### src/rtl/nb_ctrl_pkg.sv
// Shared types and constants for the noise-blanker threshold controller.
// Accumulator is unsigned fixed point: DAT_W integer bits over FRAC fraction bits.
package nb_ctrl_pkg;

  localparam int DAT_W = 12;
  localparam int FRAC  = 4;
  localparam int ACC_W = 16;

  localparam logic [DAT_W-1:0] LIM_MAX = 12'hFFF;

  typedef enum logic [2:0] {
    S_IDLE  = 3'd0,
    S_COUNT = 3'd1,
    S_DRAIN = 3'd2,
    S_CAPT  = 3'd3,
    S_AVG   = 3'd4,
    S_SCALE = 3'd5
  } nb_state_t;

endpackage

### src/rtl/nb_thresh_ctrl_if.sv
// Blanker-side bundle: sample strobe and peak in, peak reset and limit out.
// master = threshold controller, slave = blanker (or its stand-in).
interface nb_thresh_ctrl_if;
  import nb_ctrl_pkg::*;

  logic             iv;
  logic [DAT_W-1:0] peak;
  logic             pkrst;
  logic [DAT_W-1:0] limit;

  modport master (input iv, input peak, output pkrst, output limit);
  modport slave  (output iv, output peak, input pkrst, input limit);
endinterface

### src/rtl/nb_ctrl_scale.sv
// Combinational gain stage: limit = min(avg * mult / 8, 4095).
// Registered by the parent; mult is in eighths.
module nb_ctrl_scale
  import nb_ctrl_pkg::*;
(
  input  logic [DAT_W-1:0] avg,
  input  logic [5:0]       mult,
  output logic [DAT_W-1:0] lim
);

  logic [17:0] p;
  logic [14:0] q;

  assign p   = {6'd0, avg} * {12'd0, mult};
  assign q   = 15'(p >> 3);
  assign lim = (q > 15'd4095) ? LIM_MAX : q[DAT_W-1:0];

endmodule

### src/rtl/nb_thresh_ctrl.sv
// Adaptive noise-blanker threshold: windowed peak capture, leaky average, scaled limit.
// Window-closing iv at edge n -> new limit/upd after edge n+PKLAT+3; manual limit when en=0.
module nb_thresh_ctrl
  import nb_ctrl_pkg::*;
#(
  parameter int PKLAT = 6
) (
  input  logic                clk,
  input  logic                rstn,
  input  logic                en,
  input  logic [15:0]         win,
  input  logic [2:0]          k,
  input  logic [5:0]          mult,
  input  logic [DAT_W-1:0]    mlimit,
  output logic [DAT_W-1:0]    avg,
  output logic                upd,
  nb_thresh_ctrl_if.master    bus
);

  localparam logic [15:0] WIN_MIN   = 16'(PKLAT + 4);
  localparam logic [7:0]  DRAIN_END = 8'(PKLAT - 1);

  nb_state_t          state;
  logic [15:0]        cnt;
  logic [7:0]         dcnt;
  logic               first;
  logic [DAT_W-1:0]   pk_q;
  logic [ACC_W-1:0]   acc;
  logic [DAT_W-1:0]   limit_q;
  logic               pkrst_q;
  logic               upd_q;

  logic [15:0]        win_eff;
  logic               wrap;
  logic signed [16:0] diff;
  logic [ACC_W-1:0]   acc_nxt;
  logic [DAT_W-1:0]   lim_scaled;

  // Short windows would let a new wrap arrive before the capture pipeline returns to COUNT.
  assign win_eff = (win < WIN_MIN) ? WIN_MIN : win;
  assign wrap    = (cnt == win_eff - 16'd1);

  assign diff    = $signed({1'b0, pk_q, {FRAC{1'b0}}}) - $signed({1'b0, acc});
  assign acc_nxt = ACC_W'($signed({1'b0, acc}) + (diff >>> k));

  assign avg       = acc[ACC_W-1:FRAC];
  assign bus.limit = limit_q;
  assign bus.pkrst = pkrst_q;
  assign upd       = upd_q;

  nb_ctrl_scale u_scale (
    .avg  (avg),
    .mult (mult),
    .lim  (lim_scaled)
  );

  always_ff @(posedge clk) begin
    if (!rstn) begin
      state   <= S_IDLE;
      cnt     <= 16'd0;
      dcnt    <= 8'd0;
      first   <= 1'b1;
      pk_q    <= '0;
      acc     <= '0;
      limit_q <= LIM_MAX;
      pkrst_q <= 1'b0;
      upd_q   <= 1'b0;
    end else begin
      pkrst_q <= 1'b0;
      upd_q   <= 1'b0;

      if (state != S_IDLE && bus.iv) begin
        cnt <= wrap ? 16'd0 : cnt + 16'd1;
      end

      if (state == S_IDLE) begin
        limit_q <= mlimit;
        if (en) begin
          state   <= S_COUNT;
          pkrst_q <= 1'b1;
          cnt     <= 16'd0;
          first   <= 1'b1;
        end
      end else if (!en) begin
        // Dropping auto mode abandons the window; acc keeps its value.
        state <= S_IDLE;
      end else begin
        case (state)
          S_COUNT: begin
            if (bus.iv && wrap) begin
              state <= S_DRAIN;
              dcnt  <= 8'd0;
            end
          end
          S_DRAIN: begin
            if (dcnt == DRAIN_END) begin
              state   <= S_CAPT;
              pkrst_q <= 1'b1;
            end else begin
              dcnt <= dcnt + 8'd1;
            end
          end
          S_CAPT: begin
            pk_q  <= bus.peak;
            state <= S_AVG;
          end
          S_AVG: begin
            acc   <= first ? {pk_q, {FRAC{1'b0}}} : acc_nxt;
            first <= 1'b0;
            state <= S_SCALE;
          end
          S_SCALE: begin
            limit_q <= lim_scaled;
            upd_q   <= 1'b1;
            state   <= S_COUNT;
          end
          default: state <= S_IDLE;
        endcase
      end
    end
  end

endmodule
### src/flat_wrapper.sv
// flat-port wrapper written by rule: the top's interface ports become plain ports
module nb_thresh_ctrl_flat import nb_ctrl_pkg::*;
#(
  parameter int PKLAT = 6
)
  (clk, rstn, en, win, k, mult, mlimit, avg, upd, bus_iv, bus_peak, bus_pkrst, bus_limit);
  nb_thresh_ctrl_if bus_i ();
  input  logic clk;
  input  logic rstn;
  input  logic en;
  input  logic [15:0] win;
  input  logic [2:0] k;
  input  logic [5:0] mult;
  input  logic [DAT_W-1:0] mlimit;
  output logic [DAT_W-1:0] avg;
  output logic upd;
  input wire logic [$bits(bus_i.iv)-1:0] bus_iv;
  input wire logic [$bits(bus_i.peak)-1:0] bus_peak;
  output wire logic [$bits(bus_i.pkrst)-1:0] bus_pkrst;
  output wire logic [$bits(bus_i.limit)-1:0] bus_limit;
  assign bus_i.iv = bus_iv;
  assign bus_i.peak = bus_peak;
  assign bus_pkrst = bus_i.pkrst;
  assign bus_limit = bus_i.limit;
  nb_thresh_ctrl #(.PKLAT(PKLAT)) u_core (.clk(clk), .rstn(rstn), .en(en), .win(win), .k(k), .mult(mult), .mlimit(mlimit), .avg(avg), .upd(upd), .bus(bus_i));
endmodule
### config.mk
export PLATFORM = sky130hd
export DESIGN_NAME = nb_thresh_ctrl_flat
export DESIGN_NICKNAME = d
export VERILOG_FILES = /design/src/rtl/nb_ctrl_pkg.sv /design/src/rtl/nb_thresh_ctrl_if.sv /design/src/rtl/nb_ctrl_scale.sv /design/src/rtl/nb_thresh_ctrl.sv /design/src/flat_wrapper.sv
export SDC_FILE = /design/constraint.sdc
export NUM_CORES = 1
export LEC_CHECK = 0
export ABC_CLOCK_PERIOD_IN_PS = 7100
export BUFFER_PORTS_ARGS = -buffer_cell sky130_fd_sc_hd__buf_2
export CORE_UTILIZATION = 61
export DETAILED_ROUTE_END_ITERATION = 12
export GPL_TIMING_DRIVEN = 0
export PLACE_DENSITY = 0.93
export SETUP_SLACK_MARGIN = 0.4
export SYNTH_ARGS = -nofsm -noshare
export SYNTH_HDL_FRONTEND = slang
export SYNTH_SLANG_ARGS = --single-unit
export TNS_END_PERCENT = 20
### constraint.sdc
create_clock -name clk -period 7.1 [get_ports clk]
set_clock_uncertainty 0.1 [all_clocks]
set_input_delay 1.42 -clock clk [delete_from_list [all_inputs] [get_ports clk]]
set_output_delay 1.42 -clock clk [all_outputs]
set_load 0.02 [all_outputs]
Yosys cells after proc, flatten, opt, wreduce, memory -nomap -nowiden
Cells that the tools add are included.

$add $sub $neg: 5. $mul: 1. $lt $le $gt $ge: 2. Eq/ne operators: 12. Shift-type cells: 1. Multiplexer cells: 29. Bitwise operators: 3. Reduce and logical (&&, ||, !) cells: 15.

Operators by type and width (number): $mux 16 (6); $mux 12 (4); $mul 12x6->18 (1); $sshr 17x3->16 (1); $sub 16x16->17 (1); $add 16x1->16 const B (1); $add 16x16->16 (1); $eq 16x16->1 (1); $lt 16x4->1 const B (1); $mux 8 (2); $pmux 8 s2 (1); $sub 16x1->16 const B (1); $gt 15x12->1 const B (1); $mux 3 (5); $pmux 3 s5 (1); $mux 1 (10); $reduce_and 3->1 (3); $add 8x1->8 const B (1); $eq 8x3->1 const B (1); $ne 4x2->1 const B (2); $reduce_bool 2->1 (4); $eq 3x2->1 const B (2); $eq 3x3->1 const B (2); $reduce_and 5->1 (1); 9 further kinds (14).

Bits in registers: 70. Input bits: 53. Output and inout port bits: 26.

Depth between registers and ports, before layout
Depth after elaboration: 9. Mapped depth: 23. Gate-level depth less buffers: 23.

By module
A second synthesis with hierarchy kept.

Cell total of the unflattened synthesis: 1034. Area total of the unflattened synthesis: 7998.9 sq um.

By module, submodules not included: nb_thresh_ctrl (times used 1, cells each 756, area each 5669.2 sq um); nb_ctrl_scale (times used 1, cells each 278, area each 2329.7 sq um).

Worst setup path after synthesis
Ideal clock, no wire load.

Path type: in2reg. Start: input port mult[2]. End: register u_core.limit_q[11] (netlist: u_core.bus.limit[11]). Data arrival time: 5.412 ns. Required time: 6.926 ns. Slack: 1.513 ns. Stages on the path: 19. Path buffers: 2. Cells stage by stage: clkbuf_1 -> and2_1 -> fa_1 -> inv_1 -> fa_1 -> fa_1 -> inv_1 -> ha_1 -> nor2b_1 -> o21ai_0 -> a21boi_0 -> o21ai_0 -> a21oi_1 -> o21ai_0 -> a211oi_1 -> o21ai_0 -> clkbuf_1 -> o22ai_1 -> o21ai_0.

Word-level cells in the longest chain between the ends: 6.

Ends and longest elaborated chain: from (decl) (RTL line flat_wrapper.sv:13) `input logic [5:0] mult;`; $mul 12x6->18 * (RTL line nb_ctrl_scale.sv:14) `assign p = {6'd0, avg} * {12'd0, mult};`; $gt 15x12->1 (RTL line nb_ctrl_scale.sv:16) `assign lim = (q > 15'd4095) ? LIM_MAX : q[DAT_W-1:0];`; $mux 12 * (RTL line nb_ctrl_scale.sv:16); $mux 12 * (RTL line nb_thresh_ctrl.sv:88) `case (state)`; $mux 12 * (RTL line nb_thresh_ctrl.sv:84) `end else if (!en) begin`; $mux 12 * (RTL line nb_thresh_ctrl.sv:76) `if (state == S_IDLE) begin`; to (signal assigned) (RTL line nb_thresh_ctrl.sv:77) `limit_q <= mlimit;`; to (signal assigned) (RTL line nb_thresh_ctrl.sv:113) `limit_q <= lim_scaled;`; to (decl) (RTL line nb_thresh_ctrl.sv:29) `logic [DAT_W-1:0] limit_q;`.

Mark *: on every way between the ends. The rest lies on a longest branch, timed or not. The select of a mux whose other input is x is not followed. A chain may end at the register's enable or synchronous reset.

Final worst setup path
Start: input port mult[4]. End: register u_core.limit_q[5] (netlist: u_core.bus.limit[5]).

The elaborated chain is that of the path after synthesis.

==> results.cfg <==
[placed_design]
dp.cells = 1264
placed_area_mm2 = 0.00842
place_hpwl_um = 15700
gp_congestion = 0.940
io_buffers = 74

[synth]
synth_top_area_frac = 0.179
synth_edf_count = 0
async_flop_share = 0
synth_area_leaders = dfxtp_1 18%, fa_1 11%, ha_1 8.9%, and2_1 5.4%, a21oi_1 5.4%
syn_area_per_cell_um2 = 7.70
synth_area_mm2 = 0.00784
synth-seq-cells = 70
synth_nets = 1169
synth_common_cells = 91 x inv_1, 87 x nor2_1, 85 x nand2_1
seq_area_frac_synth = 0.179
yosysMostFrequentCell = inv_1
synth_area_leader_cell = dfxtp_1
yosysWarnings = 0
syn_inst = 1018
synth_cell_types = 68
synthFlopType = dfxtp_1

[clock_network]
cts_buffer_depth = 2
cts_tree = built
ctsHoldBuffers = 0
cts_max_level = 3
cts_resized = 0
clock-root-buffer = clkbuf_16
clkSlewWorstSetupHoldPaths_ns = 0.06
cts_sinks = 70
cts_made_buffers = 9
clock_latency_ns = 0.33
cts_setup_buffers = 0

[sta]
worst_pin_slew_ns = 0.674
final_max_slew_viol_count = 0
hold_violations = 0
max_slew_margin = 0.546
fin_crit_sh = 0.895
post-route-min-period_ns = 6.36
fmax_mhz = 157
final.setup.tns_ns = 0
setup_viol = 0
rsz0062_at_grt = no

[floorplan]
dieArea_mm2 = 0.0133
core_area_mm2 = 0.0126
die_w_um = 115
start_util = 0.624
row_count = 41
io_pins = 79
die_h_um = 115

[grt]
grt_busiest_layer = met2
grt_max_degree = 15
grt_util_met3 = 0.0506
grt_util_met2 = 0.545
track_usage = 0.314
antenna_found_initial = 0
grt_overflow = 0
grt_pass1_wl_um = 33200
first_global_vias = 7221
use_met1 = 0.377

[routing]
drt_iter0_drc = 534
num_vias = 7616
drtAntennaViolNets = 0
totalWireLength_um = 20500
routedWlPerCell_um = 16.0
drc = 0
avgViaCountPerCell = 5.95
first_pass_iters = 8

[finish]
diodes = 0
nets = 1254
drive_above_1_share = 0.120
seqCellArea_mm2 = 0.00140
stdcell_area_mm2 = 0.00878
stdcell_count = 1280
multiInputGateArea_mm2 = 0.00583
fillers = 955
syn2layout_area_growth_pct = 12.0

[hold_path]
hold_class = register to register

[critical_path]
criticalPathCategory = input port to register
critPathBufInv = 4
cp.required_ns = 7.25
cp_common_cell = o21ai_0
crit_family = compound AO/OA/AOI/OAI gates
cp_max_fo = 10
end_kind = register
slowest_stage = fa_1
cp_cell_sequence = buf_2 > clkbuf_1 > nand2_1 > fa_1 > fa_1 > fa_1 > inv_1 > ha_1 > nor2b_1 > o21ai_0 > a21boi_0 > o21ai_0 > a21oi_1 > o21ai_0 > a211oi_1 > o21ai_0 > clkbuf_1 > o22ai_1 > o21ai_0
r2r_slack_ns = 1.18
crit_arrival_ns = 6.51
startpoint_type = input port
critical-path-max-stage-delay_ns = 0.55

[power_and_ir_drop]
ir_drop_mv = 0.117
leakage_nw = 4.03
cellPowerDensity_mw_per_mm2 = 122

[flow_run]
max-cap-violations = 0

[outcome]
status = finished clean
[layer usage]
| metal | wire length, um | vias up |
|---|---|---|
| met5 | 0 | - |
| met4 | 790 | 0 |
| li1 | - | 3672 |
| met3 | 1330 | 68 |
| met1 | 8460 | 3556 |
| met2 | 9940 | 320 |
[layout by cell type (no fill, tap or decap), types with 9 or more instances in the layout]
cell,n
clkbuf_16,9
xor2_1,30
and2_1,68
nor3_1,11
nor2b_1,12
nand2b_1,13
o21ai_0,65
xnor2_1,29
fa_1,42
clkbuf_1,34
and3_1,13
nor2_1,87
o22ai_1,12
o211ai_1,10
a211oi_1,14
a21oi_1,84
nand2_1,85
ha_1,56
dfxtp_1,70
nand4_1,10
buf_4,12
mux2i_1,20
nand3_1,19
buf_2,79
inv_1,91
a21o_1,12
[registers in the layout, indices dropped and copies added, names as in the netlist]
signal	flops
u_core.acc	16
u_core.bus.limit	12
u_core.bus.pkrst	1
u_core.cnt	16
u_core.dcnt	8
u_core.first	1
u_core.pk_q	12
u_core.state	3
u_core.upd	1
[worst min-delay path: stages, from the launching register on]
cell	delay (ns)
dfxtp_1	0.32
a21oi_1	0.05
o21ai_0	0.06
[final cells by class]
class	count	area share
buffer	55	0.0304
clock buffer	9	0.0257
clock inverter	7	0.0145
inverter	92	0.0393
multi-input combinational	801	0.664
sequential	70	0.160
tap	172	0.0245
timing repair buffer	74	0.0422
[worst paths after layout]
| check | to | start | cells past startpoint |
|---|---|---|---|
| max | u_core.bus.limit[5] | mult[4] | 19 |
| min reg2reg | u_core.bus.limit[1] | u_core.bus.limit[1] | 2 |
| max reg2reg | u_core.acc[15] | u_core.acc[4] | 21 |
| min | u_core.bus.limit[1] | u_core.bus.limit[1] | 2 |
[kinds of logic after synthesis]
| family | count (synthesis) | synth area share |
|---|---|---|
| compound gates | 250 | 0.195 |
| simple gates | 367 | 0.250 |
| fa+ha+maj | 98 | 0.197 |
| xor+xnor | 59 | 0.0659 |
| buf+inv | 147 | 0.0781 |
| flops | 70 | 0.179 |
| mux | 27 | 0.0356 |
[power by group]
part,internal [mW],switching (mW)
sequential,0.400,0.00388
clock,0.349,0.183
combinational,0.0477,0.0834
[per-stage QoR]
step                       util  hold slack, ns  power, mW  setup slack [ns]
after floorplan               -           0.353      0.494              1.51
after global routing      0.698           0.395       1.10             0.485
final                     0.698           0.361       1.07             0.745
after detailed placement  0.670           0.352      0.541             0.620
after CTS                 0.698           0.365       1.07             0.886
after global placement    0.670           0.346      0.536             0.856
Power figures use the tool's default switching activity.
